===== config.mk =====
export PLATFORM = sky130hd
export DESIGN_NAME = ssd_bin2bcd_feeder
export DESIGN_NICKNAME = d
export VERILOG_FILES = /design/src/rtl/ssd_bin2bcd_feeder.sv
export SDC_FILE = /design/constraint.sdc
export NUM_CORES = 1
export LEC_CHECK = 0
export CAP_MARGIN = 15
export CORE_ASPECT_RATIO = 1.75
export CORE_MARGIN = 10
export CORE_UTILIZATION = 40
export DETAILED_ROUTE_END_ITERATION = 7
export REMOVE_ABC_BUFFERS = 1
export SETUP_SLACK_MARGIN = 0.2
export SLEW_MARGIN = 40
export SYNTH_ARGS = -nofsm -noshare
export SYNTH_HDL_FRONTEND = slang
export SYNTH_SLANG_ARGS = --single-unit

===== constraint.sdc =====
create_clock -name clk -period 5.45 [get_ports clk]
set_input_delay 0.8175 -clock clk [delete_from_list [all_inputs] [get_ports clk]]
set_output_delay 0.8175 -clock clk [all_outputs]
set_load 0.02 [all_outputs]

===== src/rtl/ssd_bin2bcd_feeder.sv =====
`timescale 1ns/1ps
`default_nettype none
// +--------------------------------------------------------------------------+
// | ssd_bin2bcd_feeder: serial double-dabble 32-bit binary to 8-digit BCD,   |
// | hex fallback with dp flags. Optional build macro: SSD_SIGNED_EN.         |
// | Revision: 1.0                                                            |
// +--------------------------------------------------------------------------+
module ssd_bin2bcd_feeder #(
  parameter logic [7:0] OVF_DP_MASK  = 8'h00,
  parameter logic [7:0] NORM_DP_MASK = 8'hFF
) (
  input  logic        clk,
  input  logic        rst,
  input  logic [31:0] in_data,
  input  logic        in_valid,
  output logic        in_ready,
  output logic [31:0] bcd_out,
  output logic [7:0]  dp_out,
  output logic        ovf,
  output logic        done
);

  localparam logic [31:0] C_DEC_LIMIT = 32'd100_000_000;
  localparam logic [5:0]  C_LAST_STEP = 6'd31;

  typedef enum logic [1:0] {
    S_IDLE = 2'd0,
    S_CONV = 2'd1,
    S_DONE = 2'd2
  } state_t;

  state_t      r_state;
  logic [31:0] r_bin;
  logic [31:0] r_scratch;
  logic [31:0] r_raw;
  logic [5:0]  r_step;
  logic        r_ovf_pend;
  logic        r_neg;
  logic        r_ready;
  logic [31:0] r_bcd;
  logic [7:0]  r_dp;
  logic        r_ovf;
  logic        r_done;

  logic [31:0] w_adj;
  logic [31:0] w_mag;
  logic        w_neg;

`ifdef SSD_SIGNED_EN
  assign w_neg = in_data[31];
  assign w_mag = w_neg ? (~in_data + 32'd1) : in_data;
`else
  assign w_neg = 1'b0;
  assign w_mag = in_data;
`endif

  // Nibble-local add-3 correction ahead of each shift
  genvar gi;
  generate
    for (gi = 0; gi < 8; gi++) begin : g_dabble
      assign w_adj[4*gi +: 4] = (r_scratch[4*gi +: 4] >= 4'd5) ?
                                (r_scratch[4*gi +: 4] + 4'd3) :
                                 r_scratch[4*gi +: 4];
    end
  endgenerate

  always_ff @(posedge clk or posedge rst) begin
    if (rst) begin
      r_state    <= S_IDLE;
      r_bin      <= 32'h0;
      r_scratch  <= 32'h0;
      r_raw      <= 32'h0;
      r_step     <= 6'd0;
      r_ovf_pend <= 1'b0;
      r_neg      <= 1'b0;
      r_ready    <= 1'b1;
      r_bcd      <= 32'h0;
      r_dp       <= 8'hFF;
      r_ovf      <= 1'b0;
      r_done     <= 1'b0;
    end else begin
      r_done <= 1'b0;
      case (r_state)
        S_IDLE: begin
          if (in_valid && r_ready) begin
            r_bin      <= w_mag;
            r_raw      <= in_data;
            r_scratch  <= 32'h0;
            r_step     <= 6'd0;
            r_ovf_pend <= (w_mag >= C_DEC_LIMIT);
            r_neg      <= w_neg;
            r_ready    <= 1'b0;
            r_state    <= S_CONV;
          end
        end
        S_CONV: begin
          // Bit leaving scratch[31] is dropped; only overflow values reach it
          r_scratch <= {w_adj[30:0], r_bin[31]};
          r_bin     <= {r_bin[30:0], 1'b0};
          r_step    <= r_step + 6'd1;
          if (r_step == C_LAST_STEP) begin
            r_state <= S_DONE;
          end
        end
        S_DONE: begin
          if (r_ovf_pend) begin
            r_bcd <= r_raw;
            r_dp  <= OVF_DP_MASK;
            r_ovf <= 1'b1;
          end else begin
            r_bcd <= r_scratch;
            r_dp  <= r_neg ? (NORM_DP_MASK & 8'h7F) : NORM_DP_MASK;
            r_ovf <= 1'b0;
          end
          r_done  <= 1'b1;
          r_ready <= 1'b1;
          r_state <= S_IDLE;
        end
        default: begin
          r_state <= S_IDLE;
          r_ready <= 1'b1;
        end
      endcase
    end
  end

  assign in_ready = r_ready;
  assign bcd_out  = r_bcd;
  assign dp_out   = r_dp;
  assign ovf      = r_ovf;
  assign done     = r_done;

endmodule
`default_nettype wire


==> out/qor.txt <==
post-route ant nets -> 0
crit path cell chain -> clkdlybuf4s50_1
post-synth top area share -> 54.05%
Post-DP Area -> 0.007300 mm²
first-pass GRT wire length -> 25.77 mm
kind of start point of the critical path -> register
vias in the first global route -> 5162
Ys Warns -> 0
FFs w/ async S/R, synth -> 100.0%
Syn-to-layout area delta -> 23.70%
Hold Path End -> r_raw[21]
r2r worst-path depth -> 6
gr ovfl total -> 0
LEAKAGE -> 3.811 nW
VDD IR max -> 0.2146 mV
Non-Filler Instances -> 927
initial antenna violation count -> 0
dominant cells by area after synthesis -> dfrtp_1 (54%), nand2_1 (12%), mux2i_1 (5.0%)
chip width -> 115.9 µm
Final HPWL DP -> 10.38 mm
Worst EP required -> 4630 ps
hold slack -> 475.4 ps
final hold vios -> 0
total die area -> 0.02176 mm²
IO Pins -> 78
status -> complete, no violations
critical path class -> reg2out
# DRC -> 0
Synth Area per Inst -> 9.648 µm²
Max FO, Critical Path -> 9
Reg2Reg Setup Slack -> 3410 ps
clock slew at reported path FFs -> 60 ps
hold path cells -> 2
Final Routed Wirelength -> 15.51 mm
CP arrival -> 1650 ps
Max Cap Viol -> 0
largest net degree at the start of global routing -> 105
min Tclk post-route -> 2466 ps
Worst Clk Skew -> 8.812 ps
cell family with most CP delay -> buffers and inverters
1st-iter DRT viols -> 224
clk root buf -> clkbuf_16
post-synthesis sequential area ratio -> 54.87%
H-tree levels -> 4
post-synth top area cell -> dfrtp_1
CTS tree -> built
count of input and output buffers -> 77
Antenna diodes -> 0
TritonCTS buffer count -> 17
drt first pass iters -> 4
Post-synth EDFFs -> 0
critical path buffer and inverter count -> 1
Critical R2R Capture -> r_step[3]
Worst Setup End Kind -> primary output
synthesized area -> 0.006435 mm²
hold wc startpoint -> r_raw[21]
Least-Margin Pin Slew -> 730.4 ps
row cnt -> 61
Post-CTS Resized -> 0
via count -> 4844
setup repair bufs after CTS -> 0
CTS Hold Bufs -> 0
main flop type after synthesis -> dfrtp_1
final slew viol count -> 0
Clock Latency Late Sink -> 410 ps
final setup vio count -> 0
fin area -> 0.007960 mm²
RSZ-0062 raised after global routing -> false
share of cells above drive strength 1 -> 7.453%
Gate Count Post-Synth -> 667
flops & latches, synth -> 141
Clock Path Buffers -> 2
dpl cells -> 894
Slew headroom -> 51.31%
drt wl/cell -> 16.74 µm
period utilization -> 45.24%
Fmax achieved -> 405.5 MHz
Worst R2R Start -> in_ready
Cell variety after synth -> 40
initial core utilization -> 40.53%
CP max-delay cell -> clkdlybuf4s50_1
CTS sink count -> 141
vias per cell -> 5.225
area of the core -> 0.01588 mm²
Total GRT Usage -> 14.74%
Sum Neg Setup Slack -> 0 ps
die height -> 187.8 µm
Worst Hold Class -> reg2reg
Final #Nets -> 777
Power Density -> 452.7 mW/mm²
GPL Wtd Cong -> 0.8018
Crit path largest cell delay -> 640 ps
Tot Pwr -> 3.603 mW
==> worst max path at each step <==
| stage | startpoint | end | slack [ps] | depth (start not counted) |
|---|---|---|---|---|
| 2_1_floorplan | rst | bcd_out[0] | 850 | 1 |
| 3_3_place_gp | in_valid | r_scratch[19] | 2370 | 5 |
| 3_5_place_dp | in_valid | r_scratch[15] | 2390 | 5 |
| 4_1_cts | in_valid | r_scratch[15] | 2810 | 5 |
| 5_1_grt | dp_out[6] | dp_out[3] | 2940 | 1 |
| 6_report | dp_out[6] | dp_out[7] | 2980 | 1 |
==> sequential cells by signal (all words and copies together) (netlist names) <==
register and count:
r_scratch 32, r_state 2, r_raw 32, in_ready 1
bcd_out 32, r_ovf_pend 1, r_bin 32, dp_out 1
r_step 6, done 1, ovf 1
==> per-layer routing <==
layer / vias to the layer above / GRT usage [%] / routed length (µm)
met5: - / 0 / 0
met4: 0 / 6.286 / 351
met3: 23 / 2.365 / 400
met2: 65 / 26.79 / 8514
met1: 2394 / 16.22 / 6247
li1: 2362 / - / -
==> logic make-up after synthesis <==
family          after synthesis  synth area share (%)
xor+xnor                     12                 1.633
simple gates                284                 19.06
fa+ha+maj                    17                 3.305
mux                          40                 6.378
buf+inv                      63                 4.667
flops                       141                 54.87
compound gates              110                 10.09
==> Yosys cell counts (8+ instances only) <==
cell,n
nand2_1,198
dfrtp_1,139
o21ai_0,63
nand3_1,55
mux2i_1,32
buf_2,24
inv_1,19
ha_1,17
a21oi_1,13
o31ai_1,13
nand2b_1,11
clkbuf_1,10
buf_4,9
a32o_1,8
mux2_2,8
xnor2_1,8
==> report_power, final <==
group	internal, mW	leakage (nW)	total (mW)	switching, mW
clock network	0.769	0.298	1.22	0.455
registers	1.29	1.78	1.54	0.242
logic	0.410	1.73	0.843	0.432
==> layout by cell type, fill, tap and decap left out, drive strengths merged, types with 4 or more instances in the layout <==
cell           netlist  final
nand2              199    199
dfrtp              139    139
clkdlybuf4s50        0     77
o21ai               66     66
nand3               55     55
mux2i               32     32
inv                 19     21
clkbuf              10     19
ha                  17     17
o31ai               13     13
a21oi               13     13
nand2b              11     11
xnor2                8      8
mux2                 8      8
a32o                 8      8
buf                 34      6
clkinv               0      5
nor3b                4      4
xor2                 4      4
bufinv               0      4
nor2                 4      4
==> final cells by class <==
type                            count  area [µm²]
Clock buffer                       19       432.9
Clock inverter                     13       188.9
Fill cell                        1462        7915
Inverter                           19       78.83
Multi-Input combinational cell    463        2653
Sequential cell                   141        3535
Tap cell                          189       236.5
Timing Repair Buffer               83       835.8
==> metrics by stage <==
step | setup slack [ps] | util [%]
2_1_floorplan | 854.6 | -
3_3_place_gp | 2375 | 45.92
3_5_place_dp | 2390 | 45.98
4_1_cts | 2805 | 49.90
5_1_grt | 2938 | 50.14
6_report | 2984 | 50.14
(Power assumes the default switching activity.)
==> variant (same flow settings) <==
Add a define of `SSD_SIGNED_EN`.
--- a/src/rtl/ssd_bin2bcd_feeder.sv
+++ b/src/rtl/ssd_bin2bcd_feeder.sv
@@ -5,6 +5,8 @@
 // | hex fallback with dp flags. Optional build macro: SSD_SIGNED_EN.         |
 // | Revision: 1.0                                                            |
 // +--------------------------------------------------------------------------+
+`define SSD_SIGNED_EN
+
 module ssd_bin2bcd_feeder #(
   parameter logic [7:0] OVF_DP_MASK  = 8'h00,
   parameter logic [7:0] NORM_DP_MASK = 8'hFF
Check against the original RTL: no difference found for any inputs over 10 cycles, from zero or initial values and one cycle with rst high; that may be too few to reach the edited logic, so the function may still have changed.
==> variant against the unedited design <==
Total power grew 4.8%. Sequential cell count grew 1. Design area grew 11%. Routed wire length grew 21%. Worst setup slack lost 1.2 ns. Combinational power grew 7.8%. Critical path depth grew 9. Utilization shrank 0.95 points. Non-clock buffer count grew 2. Cell count grew 14%. Synthesized area grew 13%. Die area grew 11%. Count of clock-buffer cells in the layout is the same. Hold slack lost 0.031 ns. Critical endpoint is now r_ovf_pend$_DFFE_PP0P_. Largest cell class unchanged. Highest routed layer unchanged.
==> variant: results (changes against the unedited design) <==
STA
- 0.01405 ns — largest clock skew in the final design, +0.005234 ns
- 53.77% — worst rel slew slack, +2.5 points

Run status
- finished clean — result of the run

Synth
- dfrtp_1 (48%), nand2_1 (7.8%), o21ai_0 (7.2%) — top cells by area in the synthesized netlist
- nand2_1 (151), dfrtp_1 (139), o21ai_0 (104), clkbuf_1 (35), mux2i_1 (33) — synth cell count leaders
- 54 — number of unique standard cell types used by synthesis, +35%
- 48.99% — share of synthesized area occupied by flip-flops and latches, -5.9 points
- 764 — Synth Instances, +15%

Route
- 694 um — metal3 WL, +74%
- 7452 um — detailed-route wire length on metal 1, +19%
- 10,110 um — met2 routed WL, +19%
- 18,700 um — total wire length after detailed routing, +21%
- 5,739 — Vias, +18%
- 17.63 um — routed wirelength normalized by instance count, +5.3%

Global route
- 28.82% — met2 demand-to-capacity share in global routing, +2.0 points
- 17.03% — met1 Usage GRT, +0.82 points
- 112 — pin count of the biggest net entering global routing, +6.7%
- 30,770 um — global-route wire length before repair, +19%

Setup path
- r_state[0]$_DFFE_PP0P_ — reg2reg start
- 3.17 ns — FF-to-FF setup slack, -0.24 ns
- 8 — worst-path fanout max, -1
- 4.02 ns — WP data arrival, +2.37 ns

Hold path
- r_raw[31]$_DFFE_PP0P_ — origin of the worst min-delay path
- dp_out[7]$_DFFE_PP1P_ — worst hold endpoint

Placed design
- 1.336 ns — worst setup timing slack at the placement stage, -1.054 ns
- 12,500 um — Detailed Place HPWL, +20%
- 8175 sq um — Area after DPL, +12%

Power
- 24.1% — combinational group share of total power, +0.7 points
- 427.0 nW/um^2 — total power density per cell area, -5.7%
- 34.5% — Clock power frac, +0.5 points

Clocking
- 0.43 ns — clock network latency to the later pin of the worst-skew pair, +0.02 ns

Layout
- 7.618% — layout cells sized above 1, +0.17 points

variant: changes by cell type in the layout (fill, tap and decap cells not counted), sizes merged, moves of 10 or more:
cell / change
a22oi: +29
nand2: -48
nand3: -33
nor2: +10
o21ai: +39
xor2: +24
variant: cell families after synthesis:
group                    share of synthesized area, %
adder cells (fa/ha/maj)                         3.102
XOR/XNOR                                        4.946
flip-flops                                      48.99
buffers and inverters                           4.325
AND/OR/NAND/NOR                                 16.01
multiplexers                                    4.549
AO/OA/AOI/OAI                                   18.08
variant: layout make-up:
cell class,instances,area (sq um)
well taps,234,292.8
multi-input cells,547,3405
clock inverters,13,209.0
flip-flops and latches,142,3561
repair buffers,85,829.5
fillers,1693,9133
clock buffers,19,452.9
inverters,21,91.34
variant: worst max-delay path: stages:
cell and delay (ns):
clkdlybuf4s50_1 0.44, inv_1 0.11, ha_1 0.20, nor4b_1 0.50, nand3b_1 0.41, or2_2 0.44, o31ai_1 0.27, xor2_1 0.13
or4_1 0.51, o31ai_1 0.19
variant: worst max-delay path by stage:
stage | from | endpoint | slack, ns | cells after the start
2_1_floorplan | in_valid | r_bin[17]$_DFFE_PP0P_ | 0.53 | 5
3_3_place_gp | in_data[0] | r_ovf_pend$_DFFE_PP0P_ | 1.39 | 10
3_5_place_dp | in_data[0] | r_ovf_pend$_DFFE_PP0P_ | 1.34 | 10
4_1_cts | in_data[0] | r_ovf_pend$_DFFE_PP0P_ | 1.76 | 10
5_1_grt | in_data[0] | r_ovf_pend$_DFFE_PP0P_ | 1.45 | 10
6_report | in_data[0] | r_ovf_pend$_DFFE_PP0P_ | 1.75 | 10
